===== config.mk =====
export PLATFORM = sky130hd
export DESIGN_NAME = weight_loader
export DESIGN_NICKNAME = d
export VERILOG_FILES = /design/src/rtl/weight_loader.sv
export SDC_FILE = /design/constraint.sdc
export NUM_CORES = 1
export LEC_CHECK = 0
export ABC_CLOCK_PERIOD_IN_PS = 3700
export CORE_MARGIN = 3
export CORE_UTILIZATION = 50
export CTS_CLUSTER_DIAMETER = 40
export DETAILED_ROUTE_END_ITERATION = 7
export GPL_ROUTABILITY_DRIVEN = 0
export PLACE_DENSITY = 0.78
export SLEW_MARGIN = 20
export SYNTH_ARGS = -nofsm -noshare
export SYNTH_HDL_FRONTEND = slang
export SYNTH_SLANG_ARGS = --single-unit

===== constraint.sdc =====
create_clock -name Clock -period 3.7 [get_ports Clock]
set_clock_uncertainty 0.05 [all_clocks]
set_input_delay 0.74 -clock Clock [delete_from_list [all_inputs] [get_ports Clock]]
set_output_delay 0.74 -clock Clock [all_outputs]
set_load 0.02 [all_outputs]

===== src/rtl/weight_loader.sv =====
// Weight RAM writer: streams NUM_WORDS weights into consecutive addresses,
// then compares a trailing word against the running modular checksum.
module weight_loader #(
    parameter int DATA_W    = 10,
    parameter int ADDR_W    = 7,
    parameter int NUM_WORDS = 65,
    parameter int BASE_ADDR = 0
) (
    input  logic              Clock,
    input  logic              Rst,
    input  logic              start,
    input  logic              in_valid,
    input  logic [DATA_W-1:0] in_data,
    output logic              in_ready,
    output logic              wr_en,
    output logic [ADDR_W-1:0] wr_addr,
    output logic [DATA_W-1:0] wr_data,
    output logic              busy,
    output logic              done,
    output logic              err,
    output logic [ADDR_W-1:0] word_count
);

    if (BASE_ADDR + NUM_WORDS > (1 << ADDR_W)) begin : g_range
        $error("weight_loader: BASE_ADDR+NUM_WORDS exceeds RAM");
    end

    localparam logic [ADDR_W-1:0] BASE = ADDR_W'(BASE_ADDR);
    localparam logic [ADDR_W-1:0] LAST = ADDR_W'(NUM_WORDS - 1);
    localparam logic [ADDR_W-1:0] ONE  = ADDR_W'(1);

    typedef enum logic [2:0] {
        IDLE,
        LOAD,
        CHECK,
        DONE,
        ERR
    } state_t;

    state_t            state;
    state_t            state_n;
    logic [DATA_W-1:0] csum;
    logic              xfer;
    logic              launch;

    assign xfer   = in_valid & in_ready;
    assign launch = start & ~busy;

    always_ff @(posedge Clock or posedge Rst) begin
        if (Rst) begin
            state <= IDLE;
        end else begin
            state <= state_n;
        end
    end

    always_comb begin
        state_n = state;
        unique case (state)
            IDLE, DONE, ERR: begin
                if (start) state_n = LOAD;
            end
            LOAD: begin
                if (xfer && word_count == LAST) state_n = CHECK;
            end
            CHECK: begin
                if (xfer) state_n = (in_data == csum) ? DONE : ERR;
            end
            default: state_n = IDLE;
        endcase
    end

    // Flags and handshake decode straight off the state register,
    // so none of them depend on in_valid.
    always_comb begin
        in_ready = 1'b0;
        busy     = 1'b0;
        done     = 1'b0;
        err      = 1'b0;
        unique case (state)
            LOAD, CHECK: begin
                in_ready = 1'b1;
                busy     = 1'b1;
            end
            DONE:    done = 1'b1;
            ERR:     err  = 1'b1;
            default: ;
        endcase
    end

    always_ff @(posedge Clock or posedge Rst) begin
        if (Rst) begin
            wr_en      <= 1'b0;
            wr_addr    <= '0;
            wr_data    <= '0;
            csum       <= '0;
            word_count <= '0;
        end else begin
            wr_en <= 1'b0;
            if (launch) begin
                csum       <= '0;
                word_count <= '0;
            end else if (state == LOAD && xfer) begin
                wr_en      <= 1'b1;
                wr_addr    <= BASE + word_count;
                wr_data    <= in_data;
                csum       <= csum + in_data;
                word_count <= word_count + ONE;
            end
        end
    end

endmodule


==> flow_metrics.env, run 1 <==
export IMPL_status="finished, final reports clean"
export IMPL_hold_viol_final=0
export IMPL_rsz0062_at_grt="false"
export IMPL_endpoint_kind="primary output"
export IMPL_synth_seq_area_share=0.446
export IMPL_synthesis_nets=255
export IMPL_io_pin_count=43
export IMPL_clockRootBuffer="clkbuf_8"
export IMPL_overflow=0
export IMPL_track_usage=0.199
export IMPL_post_route_min_period_ps=2660
export IMPL_crit_required_ps=2910
export IMPL_viasPerCell=5.53
export IMPL_synth_top_cell_area_share=0.446
export IMPL_cts_clk_slew_worst_paths_ps=80
export IMPL_reg2reg_depth=7
export IMPL_wl_per_cell_um=14.8
export IMPL_port_buffers=42
export IMPL_power_leakage_nw=1.25
export IMPL_fin_ws_ps=1040
export IMPL_whs_path_depth=2
export IMPL_worstSkewPairLatency_ps=290
export IMPL_num_antenna_cells=0
export IMPL_ant_nets=0
export IMPL_grt_max_degree=32
export IMPL_grt_pass1_wl_mm=8.14
export IMPL_numCtsBuffers=5
export IMPL_design_area_um2=2670
export IMPL_syn_area_um2=2130
export IMPL_final_cell_mix="59 x nand2_1, 42 x clkdlybuf4s50_1, 38 x dfrtp_1, 14 x o21ai_0"
export IMPL_yosys_top_cells_area="dfrtp_1 45%, nand2_1 10%, ha_1 6.5%, o21ai_0 3.3%, xor2_1 3.3%"
export IMPL_maxCapViolations=0
export IMPL_synth_edf_count=0
export IMPL_antenna_found_initial=0
export IMPL_cts_hold_fix_buffers=0
export IMPL_power_density_nw_per_um2=633
export IMPL_cts_tree="yes"
export IMPL_drive_gt1_frac=0.0554
export IMPL_finalSetupViolCount=0
export IMPL_crit_fanout=13
export IMPL_cts_num_sinks=38
export IMPL_cts_setup_buffers=0
export IMPL_crit_arrival_ps=1870
export IMPL_cts_buffer_depth=2
export IMPL_drc=0
export IMPL_start_util=0.525
export IMPL_area_delta_synth_final_pct=25.4
export IMPL_dp_hpwl_mm=3.37
export IMPL_synthCells=229
export IMPL_routed_wl_mm=4.77
export IMPL_synth_cell_types=43
export IMPL_dp_slack_ps=745
export IMPL_ys_seq_elements=38
export IMPL_rows=23
export IMPL_async_flop_share=1.00
export IMPL_grt_pass1_vias=1720
export IMPL_final_common_cell="nand2_1"
export IMPL_relSlewSlack=0.580
export IMPL_cts_max_level=2
export IMPL_hold_path_class="register to register"
export IMPL_fmax_mhz=375
export IMPL_slew_viol_final=0
export IMPL_max_vdd_ir_drop_v=0.000320
export IMPL_die_h_um=71.3
export IMPL_synth_ff_type="dfrtp_1"
export IMPL_avgSynthCellArea_um2=9.31
export IMPL_start_kind="register"
export IMPL_drt_iter0_drc=76
export IMPL_worstMarginPinSlew_ps=630
export IMPL_path_class="register to primary output"
export IMPL_yosysTopAreaCell="dfrtp_1"
export IMPL_period_share=0.720
export IMPL_ys_warn_count=0
export IMPL_nNetsFinal=296
export IMPL_firstDrtPassIters=4
export IMPL_fin_tns_setup_ps=0
export IMPL_fp_dieW_um=71.3
export IMPL_cts_resized=0
export IMPL_vias=1776
export IMPL_reg2reg_slack_ps=1580
export IMPL_dpl_cell_area_um2=2580
export IMPL_coreArea_um2=4060
export IMPL_dieArea_um2=5080
==> critical path, stage by stage (launching register included) <==
cell and delay, ps:
dfrtp_1 630, xnor2_1 130, nor2_1 180, clkdlybuf4s50_1 630
==> worst paths after layout <==
| kind | start | endpoint |
|---|---|---|
| max | state[0] | in_ready |
| min | wr_data[6] | wr_data[6] |
| max reg2reg | csum[0] | csum[8] |
| min reg2reg | wr_data[6] | wr_data[6] |
| max in group asynchronous | Rst | wr_data[5] |
| min in group asynchronous | Rst | wr_data[7] |
==> area by class of cell <==
class | count | area, µm²
tap | 50 | 62.6
sequential | 38 | 951
timing repair buffer | 44 | 435
fill | 350 | 1390
clock buffer | 6 | 82.6
clock inverter | 2 | 12.5
inverter | 9 | 33.8
multi-input combinational | 172 | 1090
==> layer usage <==
metal | track usage | share of wire
met5 | 0 | 0
met4 | 0.0522 | 0.012
met3 | 0.0337 | 0.047
met2 | 0.328 | 0.49
met1 | 0.273 | 0.45
==> through the flow <==
| stage | hold WS (ps) | total power [W] | utilization | std cells |
|---|---|---|---|---|
| 6_report | 422 | 0.00169 | 0.659 | 321 |
| 5_1_grt | 447 | 0.00182 | 0.659 | 321 |
| 4_1_cts | 431 | 0.00169 | 0.659 | 321 |
| 3_5_place_dp | 412 | 0.00139 | 0.635 | 313 |
| 3_3_place_gp | 407 | 0.00137 | 0.635 | 313 |
| 2_1_floorplan | 403 | 0.00114 | - | 229 |
==> synth_stat cells, types with 4 or more instances <==
cell,n
nand2_1,59
dfrtp_1,38
o21ai_0,14
ha_1,11
nor2_1,11
inv_1,8
xor2_1,8
a21oi_1,6
buf_2,5
mux2i_1,5
nand4_1,5
a21o_1,4
a22o_1,4
and3_1,4
nor2b_1,4
nor3_1,4
nor4_1,4
xnor2_1,4
==> power breakdown <==
group,internal [W],switching (W),leakage [nW]
combinational,0.000360,0.000407,0.736
sequential,0.000528,0.000100,0.470
clock,0.000150,0.000147,0.0472
total,0.00104,0.000655,1.25
==> kinds of logic (layout without fill, tap and decap cells) <==
| kind of cell | after synthesis | count (layout) | synth area share |
|---|---|---|---|
| buffers and inverters | 19 | 61 | 0.0405 |
| multiplexers | 5 | 5 | 0.0235 |
| flip-flops | 38 | 38 | 0.446 |
| AND/OR/NAND/NOR | 97 | 97 | 0.212 |
| adder cells (fa/ha/maj) | 12 | 12 | 0.0739 |
| XOR/XNOR | 12 | 12 | 0.0493 |
| AO/OA/AOI/OAI | 46 | 46 | 0.154 |
==> flip-flops by register name (all words and copies together) (netlist names) <==
register,count
wr_addr,7
wr_en,1
word_count,7
wr_data,10
state,3
csum,10
(Power assumes the default switching activity.)
==> inputs of run 2 (changes only) <==
--- a/config.mk
+++ b/config.mk
@@ -5,7 +5,7 @@
 export SDC_FILE = /design/constraint.sdc
 export NUM_CORES = 1
 export LEC_CHECK = 0
-export ABC_CLOCK_PERIOD_IN_PS = 3700
+export ABC_CLOCK_PERIOD_IN_PS = 2500
 export CORE_MARGIN = 3
 export CORE_UTILIZATION = 50
 export CTS_CLUSTER_DIAMETER = 40
==> constraint.sdc (replaced) <==
create_clock -name Clock -period 2.5 [get_ports Clock]
set_clock_uncertainty 0.05 [all_clocks]
set_input_delay 0.5 -clock Clock [delete_from_list [all_inputs] [get_ports Clock]]
set_output_delay 0.5 -clock Clock [all_outputs]
set_load 0.02 [all_outputs]
==> flow_metrics.env, run 2 (same netlist as run 1, synthesis figures left out) <==
export IMPL_fin_tns_setup_ps=0
export IMPL_rr_endpoint="csum[9]"
export IMPL_worstMarginPinSlew_ps=478
export IMPL_nNetsFinal=311
export IMPL_die_h_um=71.3
export IMPL_num_antenna_cells=0
export IMPL_viasPerCell=5.63
export IMPL_post_route_min_period_ps=2350
export IMPL_grt_pass1_wl_mm=8.52
export IMPL_final_common_cell="nand2_1"
export IMPL_cts_setup_buffers=0
export IMPL_dpl_cell_area_um2=2690
export IMPL_start_util=0.525
export IMPL_cts_buffer_depth=2
export IMPL_reg_top3="csum x10, wr_data x10"
export IMPL_cts_num_sinks=38
export IMPL_finalSetupViolCount=0
export IMPL_wl_per_cell_um=14.6
export IMPL_antenna_found_initial=0
export IMPL_gr_usage_met1=0.296
export IMPL_final_cell_mix="59 x nand2_1, 42 x clkdlybuf4s50_1, 38 x dfrtp_1, 17 x buf_4, 14 x o21ai_0"
export IMPL_endpoint="csum[9]"
export IMPL_fin_total_pwr_w=0.00267
export IMPL_crit_fanout=3
export IMPL_seqPwrFrac=0.346
export IMPL_vias=1892
export IMPL_cts_resized=0
export IMPL_status="finished, final reports clean"
export IMPL_power_frac_comb=0.460
export IMPL_dp_slack_ps=-132
export IMPL_crit_path_top_delay_cell="clkdlybuf4s50_1"
export IMPL_ant_nets=0
export IMPL_p_switching_w=0.000994
export IMPL_fmax_mhz=425
export IMPL_grt_pass1_vias=1845
export IMPL_drive_gt1_frac=0.105
export IMPL_path_class="input port to register"
export IMPL_intPower_w=0.00168
export IMPL_path_cells="clkdlybuf4s50_1 > ha_1 > a211o_1 > a21boi_0 > mux2i_1 > a21oi_1 > a41o_1"
export IMPL_area_delta_synth_final_pct=31.3
export IMPL_dieArea_um2=5080
export IMPL_worstSkewPairLatency_ps=290
export IMPL_cts_tree="yes"
export IMPL_cts_hold_fix_buffers=0
export IMPL_power_density_nw_per_um2=954
export IMPL_grtUsageMet3=0.0365
export IMPL_period_share=0.941
export IMPL_p_clk_frac=0.194
export IMPL_maxCapViolations=0
export IMPL_io_pin_count=43
export IMPL_numCtsBuffers=5
export IMPL_stdcell_count=336
export IMPL_fp_dieW_um=71.3
export IMPL_reg2reg_depth=6
export IMPL_design_area_um2=2800
export IMPL_drt_iter0_drc=129
export IMPL_startpoint="in_data[1]"
export IMPL_place_inst=328
export IMPL_grt_busiest_layer="met2"
export IMPL_crit_required_ps=2640
export IMPL_grt_met2_usage=0.328
export IMPL_clockRootBuffer="clkbuf_8"
export IMPL_hold_path_class="register to register"
export IMPL_endpoint_kind="register"
export IMPL_swShare=0.372
export IMPL_coreArea_um2=4060
export IMPL_slew_viol_final=0
export IMPL_hold_viol_final=0
export IMPL_drc=0
export IMPL_routed_wl_mm=4.92
export IMPL_fin_ws_ps=147
export IMPL_critPathMaxStageDelay_ps=470
export IMPL_start_kind="input port"
export IMPL_crit_arrival_ps=2490
export IMPL_power_leakage_nw=1.34
export IMPL_overflow=0
export IMPL_fillers=330
export IMPL_grt_max_degree=39
export IMPL_r2r_start="csum[1]"
export IMPL_track_usage=0.208
export IMPL_dp_hpwl_mm=3.47
export IMPL_rows=23
export IMPL_firstDrtPassIters=4
export IMPL_reg2reg_slack_ps=450
export IMPL_relSlewSlack=0.682
export IMPL_port_buffers=42
export IMPL_rsz0062_at_grt="false"
export IMPL_cts_clk_slew_worst_paths_ps=80
export IMPL_cts_max_level=2
export IMPL_max_vdd_ir_drop_v=0.000498
==> run 2: changes by cell type in the layout (fill, tap and decap cells not counted) <==
cell        change
bufinv_16       +1
clkinv_2        +1
clkinvlp_4      -1
buf_4          +15
clkbuf_8        -1
==> run 2: worst min path at each step <==
stage / startpoint / endpoint / cells after the start
6_report: wr_data[3] / wr_data[3] / 2
5_1_grt: wr_data[4] / wr_data[4] / 2
2_1_floorplan: csum[6] / csum[6] / 2
4_1_cts: wr_data[4] / wr_data[4] / 2
3_5_place_dp: wr_data[4] / wr_data[4] / 2
3_3_place_gp: wr_data[3] / wr_data[3] / 2
==> run 2: power by group through the flow <==
stage | sequential (W) | combinational [W] | clock [W]
final | 0.000924 | 0.00123 | 0.000518
after global placement | 0.000928 | 0.00118 | 0
after floorplan | 0.00102 | 0.000677 | 0
after detailed placement | 0.000932 | 0.00121 | 0
after global routing | 0.000950 | 0.00136 | 0.000548
after CTS | 0.000922 | 0.00123 | 0.000524
==> run 2: area by class of cell <==
cell class                      count  area [µm²]  share of cell area
Tap cell                           50        62.6              0.0224
Inverter                            9        33.8              0.0121
Clock buffer                        5        68.8              0.0246
Sequential cell                    38         951               0.340
Timing Repair Buffer               59         548               0.196
Multi-Input combinational cell    172        1090               0.391
Clock inverter                      3        40.0              0.0143
==> run 2: metal layers <==
layer / share of wire / routed length, µm / vias up
met3: 0.048 / 237 / 9
met2: 0.48 / 2390 / 49
met1: 0.45 / 2200 / 927
met5: 0 / 0 / -
met4: 0.019 / 93 / 0
li1: - / - / 907
==> run 2: critical path: cells and delay by family <==
family,cells,cell delay [ps]
AO/OA/AOI/OAI,4,880
multiplexers,1,280
buffers and inverters,1,470
adder cells (fa/ha/maj),1,340
==> run 2: through the flow <==
stage | hold slack [ps] | utilization
floorplan | 403 | -
global placement | 408 | 0.663
detailed placement | 412 | 0.663
CTS | 431 | 0.690
global route | 453 | 0.690
finish | 428 | 0.690
